===== config.mk =====
export PLATFORM = sky130hd
export DESIGN_NAME = alu_cla_pipe_flat
export DESIGN_NICKNAME = d
export VERILOG_FILES = /design/src/rtl/alu_cla_pipe_pkg.sv /design/src/rtl/alu_cla_pipe_if.sv /design/src/rtl/alu_cla_pipe_cla_group4.sv /design/src/rtl/alu_cla_pipe.sv /design/src/flat_wrapper.sv
export SDC_FILE = /design/constraint.sdc
export NUM_CORES = 1
export LEC_CHECK = 0
export BUFFER_PORTS_ARGS = -buffer_cell sky130_fd_sc_hd__buf_2
export CAP_MARGIN = 30
export CORE_MARGIN = 4
export CORE_UTILIZATION = 63
export CTS_CLUSTER_SIZE = 40
export DETAILED_ROUTE_END_ITERATION = 12
export PLACE_DENSITY = 0.86
export SKIP_CTS_REPAIR_TIMING = 1
export SYNTH_ARGS = -nofsm -noshare
export SYNTH_HDL_FRONTEND = slang
export SYNTH_SLANG_ARGS = --single-unit

===== constraint.sdc =====
create_clock -name clk -period 8.88 [get_ports clk]
set_clock_uncertainty 0.05 [all_clocks]
set_input_delay 1.332 -clock clk [delete_from_list [all_inputs] [get_ports clk]]
set_output_delay 1.332 -clock clk [all_outputs]
set_load 0.05 [all_outputs]

===== src/rtl/alu_cla_pipe_pkg.sv =====
// rtl/alu_cla_pipe_pkg.sv - shared select constants and group size for the pipelined CLA ALU
package alu_pkg;

    // Arithmetic mode: s[1:0] picks the B-side operand.
    localparam logic [1:0] ARITH_B    = 2'b00;
    localparam logic [1:0] ARITH_NB   = 2'b01;
    localparam logic [1:0] ARITH_ZERO = 2'b10;
    localparam logic [1:0] ARITH_ONES = 2'b11;

    // Logic mode: s[1:0] picks the bitwise function.
    localparam logic [1:0] LOGIC_AND  = 2'b00;
    localparam logic [1:0] LOGIC_OR   = 2'b01;
    localparam logic [1:0] LOGIC_XOR  = 2'b10;
    localparam logic [1:0] LOGIC_NOTA = 2'b11;

    // Bits per lookahead group.
    localparam int GROUP = 4;

endpackage


===== src/rtl/alu_cla_pipe_if.sv =====
// rtl/alu_cla_pipe_if.sv - operand/result handshake bundle for alu_cla_pipe
// master: operand source / result sink (drives in_*, a, b, s, m, cin, out_ready)
// slave : the ALU (drives in_ready, out_valid, f, cout, ovf, zero, gp, gg)
interface alu_cla_pipe_if #(
    parameter int WIDTH = 16
);
    logic             in_valid;
    logic             in_ready;
    logic [WIDTH-1:0] a;
    logic [WIDTH-1:0] b;
    logic [3:0]       s;
    logic             m;
    logic             cin;
    logic             out_valid;
    logic             out_ready;
    logic [WIDTH-1:0] f;
    logic             cout;
    logic             ovf;
    logic             zero;
    logic             gp;
    logic             gg;

    modport master (
        output in_valid, a, b, s, m, cin, out_ready,
        input  in_ready, out_valid, f, cout, ovf, zero, gp, gg
    );

    modport slave (
        input  in_valid, a, b, s, m, cin, out_ready,
        output in_ready, out_valid, f, cout, ovf, zero, gp, gg
    );
endinterface


===== src/rtl/alu_cla_pipe_cla_group4.sv =====
// rtl/alu_cla_pipe_cla_group4.sv - 4-bit carry lookahead group
// p, g : per-bit propagate/generate   c_in : carry into bit 0
// c    : carries into bits 0..3       P, G : group propagate/generate
module cla_group4 (
    input  logic [3:0] p,
    input  logic [3:0] g,
    input  logic       c_in,
    output logic [3:0] c,
    output logic       P,
    output logic       G
);
    assign c[0] = c_in;
    assign c[1] = g[0] | (p[0] & c_in);
    assign c[2] = g[1] | (p[1] & g[0]) | (p[1] & p[0] & c_in);
    assign c[3] = g[2] | (p[2] & g[1]) | (p[2] & p[1] & g[0])
                | (p[2] & p[1] & p[0] & c_in);

    assign P = &p;
    assign G = g[3] | (p[3] & g[2]) | (p[3] & p[2] & g[1])
             | (p[3] & p[2] & p[1] & g[0]);
endmodule


===== src/rtl/alu_cla_pipe.sv =====
// rtl/alu_cla_pipe.sv - two-stage pipelined CLA ALU with valid/ready on both sides
// clk, rst_n : clock, asynchronous active-low reset
// bus        : slave side of alu_cla_pipe_if (operands in, result + flags out)
module alu_cla_pipe
    import alu_pkg::*;
#(
    parameter int WIDTH = 16
) (
    input  logic          clk,
    input  logic          rst_n,
    alu_cla_pipe_if.slave bus
);
    localparam int NGRP = WIDTH / GROUP;

    // Handshake
    logic s1_valid_q;
    logic out_valid_q;
    logic s1_adv;
    logic s2_adv;
    logic in_fire;
    logic s2_load;

    assign s2_adv       = ~out_valid_q | bus.out_ready;
    assign s1_adv       = ~s1_valid_q | s2_adv;
    assign bus.in_ready = s1_adv;
    assign in_fire      = bus.in_valid & s1_adv;
    assign s2_load      = s2_adv & s1_valid_q;

    // Stage 1: operand selection, per-bit p/g, logic result
    logic [WIDTH-1:0] a_op, b_op;
    logic [WIDTH-1:0] p_d, g_d, lres_d;
    logic [WIDTH-1:0] p_q, g_q, lres_q;
    logic             m_q, cin_q;

    always_comb begin
        a_op = bus.s[2] ? '0 : bus.a;
        case (bus.s[1:0])
            ARITH_B:    b_op = bus.b;
            ARITH_NB:   b_op = ~bus.b;
            ARITH_ZERO: b_op = '0;
            default:    b_op = '1;
        endcase
        p_d = a_op ^ b_op;
        g_d = a_op & b_op;
        case (bus.s[1:0])
            LOGIC_AND:  lres_d = bus.a & bus.b;
            LOGIC_OR:   lres_d = bus.a | bus.b;
            LOGIC_XOR:  lres_d = bus.a ^ bus.b;
            default:    lres_d = ~bus.a;
        endcase
    end

    always_ff @(posedge clk or negedge rst_n) begin
        if (!rst_n) begin
            s1_valid_q <= 1'b0;
            p_q        <= '0;
            g_q        <= '0;
            lres_q     <= '0;
            m_q        <= 1'b0;
            cin_q      <= 1'b0;
        end else begin
            if (s1_adv) s1_valid_q <= bus.in_valid;
            if (in_fire) begin
                p_q    <= p_d;
                g_q    <= g_d;
                lres_q <= lres_d;
                m_q    <= bus.m;
                cin_q  <= bus.cin;
            end
        end
    end

    // Stage 2: lookahead within groups, group P/G rippled across groups.
    // gcar carries the real cin; ggen is the same ripple seeded with 0 so
    // that gg reflects the whole-word generate independent of cin.
    logic [WIDTH:0] c;
    logic [NGRP:0]  gcar;
    logic [NGRP:0]  ggen;

    assign gcar[0] = cin_q;
    assign ggen[0] = 1'b0;

    for (genvar k = 0; k < NGRP; k++) begin : g_grp
        logic grp_p, grp_g;
        cla_group4 u_grp (
            .p    (p_q[k*GROUP +: GROUP]),
            .g    (g_q[k*GROUP +: GROUP]),
            .c_in (gcar[k]),
            .c    (c[k*GROUP +: GROUP]),
            .P    (grp_p),
            .G    (grp_g)
        );
        assign gcar[k+1] = grp_g | (grp_p & gcar[k]);
        assign ggen[k+1] = grp_g | (grp_p & ggen[k]);
    end

    assign c[WIDTH] = gcar[NGRP];

    logic [WIDTH-1:0] f_d, f_q;
    logic             cout_d, ovf_d, zero_d, gp_d, gg_d;
    logic             cout_q, ovf_q, zero_q, gp_q, gg_q;

    always_comb begin
        f_d    = m_q ? lres_q : (p_q ^ c[WIDTH-1:0]);
        cout_d = ~m_q & c[WIDTH];
        ovf_d  = ~m_q & (c[WIDTH] ^ c[WIDTH-1]);
        gp_d   = ~m_q & (&p_q);
        gg_d   = ~m_q & ggen[NGRP];
        zero_d = ~|f_d;
    end

    always_ff @(posedge clk or negedge rst_n) begin
        if (!rst_n) begin
            out_valid_q <= 1'b0;
            f_q         <= '0;
            cout_q      <= 1'b0;
            ovf_q       <= 1'b0;
            zero_q      <= 1'b1;
            gp_q        <= 1'b0;
            gg_q        <= 1'b0;
        end else begin
            if (s2_adv) out_valid_q <= s1_valid_q;
            if (s2_load) begin
                f_q    <= f_d;
                cout_q <= cout_d;
                ovf_q  <= ovf_d;
                zero_q <= zero_d;
                gp_q   <= gp_d;
                gg_q   <= gg_d;
            end
        end
    end

    assign bus.out_valid = out_valid_q;
    assign bus.f         = f_q;
    assign bus.cout      = cout_q;
    assign bus.ovf       = ovf_q;
    assign bus.zero      = zero_q;
    assign bus.gp        = gp_q;
    assign bus.gg        = gg_q;

endmodule

===== src/flat_wrapper.sv =====
// flat-port wrapper written by rule: the top's interface ports become plain ports
module alu_cla_pipe_flat import alu_pkg::*;
#(
    parameter int WIDTH = 16
)
  (clk, rst_n, bus_in_valid, bus_a, bus_b, bus_s, bus_m, bus_cin, bus_out_ready, bus_in_ready, bus_out_valid, bus_f, bus_cout, bus_ovf, bus_zero, bus_gp, bus_gg);
  alu_cla_pipe_if #(.WIDTH(WIDTH)) bus_i ();
  input  logic clk;
  input  logic rst_n;
  input wire logic [$bits(bus_i.in_valid)-1:0] bus_in_valid;
  input wire logic [$bits(bus_i.a)-1:0] bus_a;
  input wire logic [$bits(bus_i.b)-1:0] bus_b;
  input wire logic [$bits(bus_i.s)-1:0] bus_s;
  input wire logic [$bits(bus_i.m)-1:0] bus_m;
  input wire logic [$bits(bus_i.cin)-1:0] bus_cin;
  input wire logic [$bits(bus_i.out_ready)-1:0] bus_out_ready;
  output wire logic [$bits(bus_i.in_ready)-1:0] bus_in_ready;
  output wire logic [$bits(bus_i.out_valid)-1:0] bus_out_valid;
  output wire logic [$bits(bus_i.f)-1:0] bus_f;
  output wire logic [$bits(bus_i.cout)-1:0] bus_cout;
  output wire logic [$bits(bus_i.ovf)-1:0] bus_ovf;
  output wire logic [$bits(bus_i.zero)-1:0] bus_zero;
  output wire logic [$bits(bus_i.gp)-1:0] bus_gp;
  output wire logic [$bits(bus_i.gg)-1:0] bus_gg;
  assign bus_i.in_valid = bus_in_valid;
  assign bus_i.a = bus_a;
  assign bus_i.b = bus_b;
  assign bus_i.s = bus_s;
  assign bus_i.m = bus_m;
  assign bus_i.cin = bus_cin;
  assign bus_i.out_ready = bus_out_ready;
  assign bus_in_ready = bus_i.in_ready;
  assign bus_out_valid = bus_i.out_valid;
  assign bus_f = bus_i.f;
  assign bus_cout = bus_i.cout;
  assign bus_ovf = bus_i.ovf;
  assign bus_zero = bus_i.zero;
  assign bus_gp = bus_i.gp;
  assign bus_gg = bus_i.gg;
  alu_cla_pipe #(.WIDTH(WIDTH)) u_core (.clk(clk), .rst_n(rst_n), .bus(bus_i));
endmodule

== Word-level counts from Yosys, hierarchy flattened ==
Cells that the tools add are included.

* Memories kept: 0
* Bits in writable memories: 0
* Register bits after elaboration: 73
* Latch bits: 0
* Memory bits (read-only): 0

* Add/subtract/negate cells: 0
* Magnitude comparators: 0
* Shift-type cells: 0
* Equality and inequality tests: 2
* Multiply operators: 0
* Reduce and logical (&&, ||, !) cells: 8
* Muxes and demuxes: 4
* Bitwise logic cells: 126
* Div/mod/pow operators: 0

{| class="wikitable"
|+ Operators with widths
! kind !! number
|-
| one-hot mux 16 bit (3 select lines) || 2
|-
| bitwise AND 1 bit || 69
|-
| bitwise XOR 16 bit || 3
|-
| bitwise OR 1 bit || 45
|-
| bitwise AND 16 bit || 2
|-
| two-way mux 16 bit || 2
|-
| NOT 16 bit || 2
|-
| bitwise OR 16 bit || 1
|-
| AND reduction 16 bit || 1
|-
| AND reduction 4 bit || 4
|-
| OR reduction 16 bit || 1
|-
| NOT 1 bit || 3
|-
| == test 2 x 1 -> 1 bit, second input constant || 1
|-
| == test 2 bit, second input constant || 1
|-
| zero test 2 bit || 1
|-
| zero test 1 bit || 1
|-
| bitwise XOR 1 bit || 1
|}

== Longest topological paths before layout ==
* Depth after elaboration: 15
* Mapped depth: 13
* Mapped depth without buffers: 13

== Hierarchy ==
From an unflattened synthesis, not the netlist that was laid out.

* Cell total of the unflattened synthesis: 475
* Area, all modules: 4,879.7 µm²

{| class="wikitable"
|+ By module, submodules not included
! module !! sequential area each (µm²) !! area an instance (µm²) !! instances !! cells an instance
|-
| alu_cla_pipe || 1,828.0 || 4,614.4 || 1 || 435
|-
| cla_group4 || 0.0 || 66.3 || 4 || 10
|}

== Least setup slack after synthesis ==
No wires, ideal clock.

* Kind: in2reg
* Start: input bus_s[0]
* End: register u_core.p_q[10]
* Stages on the path: 7
* Data arrival time: 3.301 ns
* Library setup time: 0.125 ns
* Required time: 8.705 ns
* Setup slack: 5.404 ns
* Buffers on the path: 4
* Cells stage by stage: clkbuf_1 -> clkbuf_1 -> clkbuf_1 -> buf_2 -> xnor2_1 -> ha_1 -> mux2_2

* Longest elaborated chain between the ends: 3
* Elaborated cells on any way between the ends: 5

{| class="wikitable"
|+ Ends and longest elaborated chain
! item !! line !! RTL
|-
| start, declared || flat_wrapper.sv:13 || <nowiki>input wire logic [$bits(bus_i.s)-1:0] bus_s;</nowiki>
|-
| == test 2 bit, or another cell as far along || alu_cla_pipe.sv:37 || <nowiki>case (bus.s[1:0])</nowiki>
|-
| one-hot mux 16 bit (3 select lines) * || alu_cla_pipe.sv:37 ||
|-
| bitwise XOR 16 bit * || alu_cla_pipe.sv:43 || <nowiki>p_d = a_op ^ b_op;</nowiki>
|-
| named net u_core.p_d[10] || alu_cla_pipe.sv:31 || <nowiki>logic [WIDTH-1:0] p_d, g_d, lres_d;</nowiki>
|-
| end signal, assigned || alu_cla_pipe.sv:64 || <nowiki>p_q <= p_d;</nowiki>
|-
| end, declared || alu_cla_pipe.sv:32 || <nowiki>logic [WIDTH-1:0] p_q, g_q, lres_q;</nowiki>
|}

The timed path passes the listed nets; every way through them passes the cells marked *.
A chain may end at the register's enable or synchronous reset.

== Worst setup path in the final report ==
* Start: register u_core.p_q[3]
* End: register u_core.zero_q (netlist: u_core.bus.zero)

* Longest elaborated chain between the ends: 15
* Elaborated cells on any way between the ends: 37

{| class="wikitable"
|+ Ends and longest elaborated chain
! item !! line !! RTL
|-
| bitwise AND 1 bit, on equally long branches || alu_cla_pipe_cla_group4.sv:19, alu_cla_pipe_cla_group4.sv:20 ||
|-
| bitwise OR 1 bit, or another cell as far along || alu_cla_pipe_cla_group4.sv:19 || <nowiki>assign G = g[3] | (p[3] & g[2]) | (p[3] & p[2] & g[1])</nowiki>
|-
| bitwise OR 1 bit / bitwise AND 1 bit (equally long branches) || alu_cla_pipe_cla_group4.sv:19, alu_cla_pipe_cla_group4.sv:20 ||
|-
| bitwise OR 1 bit || alu_cla_pipe_cla_group4.sv:20 || <nowiki>| (p[3] & p[2] & p[1] & g[0]);</nowiki>
|-
| bitwise OR 1 bit || alu_cla_pipe.sv:93 || <nowiki>assign gcar[k+1] = grp_g | (grp_p & gcar[k]);</nowiki>
|-
| bitwise AND 1 bit || alu_cla_pipe.sv:93 ||
|-
| bitwise OR 1 bit || alu_cla_pipe.sv:93 ||
|-
| bitwise AND 1 bit || alu_cla_pipe.sv:93 ||
|-
| bitwise OR 1 bit || alu_cla_pipe.sv:93 ||
|-
| bitwise AND 1 bit, on equally long branches || alu_cla_pipe_cla_group4.sv:13, alu_cla_pipe_cla_group4.sv:14, alu_cla_pipe_cla_group4.sv:16 ||
|-
| bitwise OR 1 bit, on equally long branches || alu_cla_pipe_cla_group4.sv:13, alu_cla_pipe_cla_group4.sv:14, alu_cla_pipe_cla_group4.sv:16 ||
|-
| bitwise XOR 16 bit * || alu_cla_pipe.sv:104 || <nowiki>f_d = m_q ? lres_q : (p_q ^ c[WIDTH-1:0]);</nowiki>
|-
| two-way mux 16 bit * || alu_cla_pipe.sv:104 ||
|-
| OR reduction 16 bit * || alu_cla_pipe.sv:109 || <nowiki>zero_d = ~|f_d;</nowiki>
|-
| zero test 1 bit * || alu_cla_pipe.sv:109 ||
|-
| end signal, assigned || alu_cla_pipe.sv:127 || <nowiki>zero_q <= zero_d;</nowiki>
|-
| end, declared || alu_cla_pipe.sv:101 || <nowiki>logic cout_q, ovf_q, zero_q, gp_q, gg_q;</nowiki>
|}

Mark *: on every way between the ends. The rest lies on a longest branch, timed or not.

==> summary.txt <==
STA
  – Slew HR: 0.402
  – Actual transition at the worst max-transition pin: between 0.8 and 0.9 ns
  – RSZ-0062 raised after global routing: no
  – Final Max Tran Viols: 0
  – Final-report hold violation count: 0
  – Total negative slack: 0 ns
  – Worst Setup Slack, final: 5.10 ns
  – Shortest clock period the worst path allows after layout: around 3.8 ns
  – Final count of negative-setup-slack endpoints: 0
  – Fin crit share: 0.426
  – Maximum clock rate: 265 MHz

CTS
  – Latest clock arrival within the worst-skew pair: about 0.35 ns
  – Largest buffer count on any clock path: 2
  – Count of H-tree levels built during CTS: 3
  – Clk slew on worst S/H paths: 0.07 ns
  – Clk Tree Root Cell: clkbuf_8
  – Clock tree from TritonCTS: built
  – Number of sinks on the clock net: 73
  – CTS buffer count: 9

Critical path
  – Register-to-register path setup slack: 5.10 ns
  – RR Startpoint: u_core.p_q[3]
  – Depth of the most critical reg-to-reg path: 12
  – Setup Crit Path Kind: flop to flop
  – Critical R2R Capture: u_core.bus.zero
  – Startpoint class of the critical path: flop
  – Arrival time at the worst endpoint: ~4.0 ns
  – Data required time of the critical path: a little over 9 ns
  – Crit path capture type: flop
  – Worst Path Max Fanout: 4

Floorplan
  – Die extent in x: ~96 um
  – Initial core utilization: 0.659
  – Number of I/O pins: 65
  – Die footprint: 0.00922 mm2
  – Die height: between 90 and 100 um
  – Standard cell core area: 0.00741 mm2
  – Number of placement rows: 31

Global route
  – Aggregate global-route resource usage: 0.241
  – Overflow after GRT: 0
  – Initial antenna violation count: 0
  – Largest net degree at the start of global routing: 74
  – Wire length of the first global-routing pass: 17100 um
  – Vias in the first global route: 3682

Route
  – Detailed route wirelength on metal3: 467 um
  – Post-route DRC: 0
  – Total Routed Length: 10200 um
  – Router iterations before antenna repair: 4
  – Top layer reached by signal wires: met4
  – DRC marker count from the first detailed-route iteration: 212
  – Via-per-instance ratio: 5.72
  – Routed metal-1 wirelength: 4580 um
  – Met2 Wirelength: 4960 um
  – Final routed wire length divided by cell count: between 15 and 20 um
  – Post-route antenna net violation count: 0
  – Vias: 3683

Synth
  – Xor and xnor fraction of the mapped netlist area: 0.0464
  – Cell accounting for the most synthesized area: dfrtp_1
  – Compound-Gate Fraction of Synth Area: 0.109
  – Total nets after synthesis: 581
  – Synthesis Warnings: 0
  – Mean Syn Cell Area: between 10 and 15 um2
  – Biggest area contributors in the synthesized netlist: dfrtp_1 37%, ha_1 13%, mux2_2 10%, mux4_2 4.6%, inv_1 3.5%
  – Main combinational cell family by area after synthesis: multiplexers
  – Top_reg_cell synth: dfrtp_1
  – Number of enable-type register cells in the synthesized netlist: 0
  – Most instantiated cells after synthesis: 72 x dfrtp_1, 52 x ha_1, 46 x inv_1
  – Cell count after synthesis: 487
  – FFs w/ async S/R, synth: 1.00
  – Area share of fa/ha/maj cells after synthesis: 0.133
  – Most frequent cell after synthesis: dfrtp_1
  – Simple-gate share of the synthesized area: 0.111
  – Netlist area before placement: 0.00488 mm2
  – Share of cell area taken by muxes after synthesis: 0.168
  – Sequential-to-total area share from yosys stat: 0.374
  – Register bit count reported by yosys: 73
  – Synth cell types: between 40 and 50
  – Area share of the leading cell type in the synthesized netlist: 0.369

Finish
  – Area added between synthesis and finish: 12.2%
  – Total area of multi-input combinational cells: 0.00278 mm2
  – Share of post-route cells with drive strength above 1: 0.272
  – Number of inserted filler cells in the final layout: 522
  – Storage cell area: approximately 0.0018 mm2
  – Cell area after layout: around 0.0055 mm2
  – Diodes inserted: 0
  – Net count reported at finish: 634

Place
  – IO buf count: 63
  – GP Congestion: 0.874
  – Placement-stage worst setup slack: 5.16 ns
  – DP Wirelength: 7720 um
  – Post-DP Area: between 0.005 and 0.006 mm2

Power
  – Post-route total power: 1.17 mW
  – Pwr/cell area: 213 mW/mm2
  – Leakage power: 2.73 nW
  – Worst IR drop on VDD: 0.100 mV

Worst hold path
  – Type of the worst min-delay path: flop to flop
  – Worst Hold Path EP: u_core.bus.f[5]
  – Worst min-delay path startpoint: u_core.bus.f[5]
  – Cells on Worst Hold Path: 2

Outcome
  – Status: finished clean

Job
  – Maxcap violations: 0
## layout make-up
cell class                 count  area share
clock inverter                 6      0.0151
tap                           99      0.0226
timing repair buffer          66      0.0662
sequential                    73       0.334
multi-input combinational    343       0.507
inverter                      47      0.0322
clock buffer                  10      0.0233
## worst max path at each step
stage	from	to	slack (ns)	cells past startpoint
3_3_place_gp	u_core.p_q[3]	u_core.bus.zero	5.25	12
2_1_floorplan	bus_s[0]	u_core.p_q[10]	5.40	7
5_1_grt	u_core.p_q[5]	u_core.bus.zero	4.87	12
4_1_cts	u_core.p_q[3]	u_core.bus.zero	5.13	12
6_report	u_core.p_q[3]	u_core.bus.zero	5.10	12
3_5_place_dp	u_core.p_q[5]	u_core.bus.zero	5.16	12
## routing by layer
layer  track usage  vias up
met2         0.405       83
li1              -     1781
met5             0        -
met1         0.319     1802
met4        0.0900        0
met3        0.0313       17
## placed cells by master, fill, tap and decap left out, types with 3 or more instances in the layout
cell / count
dfrtp_1: 72
buf_2: 63
ha_1: 52
inv_1: 46
mux2_2: 45
nor2_1: 36
nand2_1: 34
a21oi_1: 28
xnor2_1: 19
o21ai_0: 19
nand2b_1: 18
mux4_2: 10
o21ai_1: 9
mux2i_1: 9
clkbuf_8: 9
a211oi_1: 8
nor3_1: 7
a21o_1: 6
xor2_1: 5
o31ai_1: 4
nand4_1: 3
o21a_1: 3
clkinv_2: 3
## where the power goes
part | switching, mW | total, mW | internal, mW
clock network | 0.123 | 0.280 | 0.157
logic | 0.265 | 0.418 | 0.153
registers | 0.0677 | 0.469 | 0.402
total | 0.455 | 1.17 | 0.712
## sequential cells by signal (all words and copies together) (netlist names)
name                  cells
u_core.bus.cout           1
u_core.bus.f             16
u_core.bus.gg             1
u_core.bus.gp             1
u_core.bus.out_valid      1
u_core.bus.ovf            1
u_core.bus.zero           1
u_core.cin_q              1
u_core.g_q               16
u_core.lres_q            16
u_core.m_q                1
u_core.p_q               16
u_core.s1_valid_q         1
## per-stage QoR
| step | std cells | utilization | hold WS (ns) |
|---|---|---|---|
| after floorplan | 487 | - | 0.392 |
| after global placement | 626 | 0.706 | 0.407 |
| after detailed placement | 628 | 0.711 | 0.416 |
| after CTS | 644 | 0.740 | 0.432 |
| after global routing | 644 | 0.740 | 0.444 |
| final | 644 | 0.740 | 0.427 |
## cell families after synthesis
logic type / after synthesis
AOI/OAI and AO/OA: 87
xor gates and xnor gates: 25
adders and majority gates: 52
buffers and inverters: 71
DFF: 73
muxes: 64
and+or+nand+nor: 115
## worst max-delay path: stages (launching register included)
cell and delay (ns):
dfrtp_1 0.43, a21oi_1 0.21, o21ai_1 0.15, a211oi_2 0.40, o221ai_1 0.21, ha_1 0.36
or4_1 0.52, o21ai_1 0.14, nand4_1 0.10, or4b_1 0.52, a2111oi_2 0.23, and4_1 0.23
a32o_2 0.16
(Power assumes the default switching activity.)
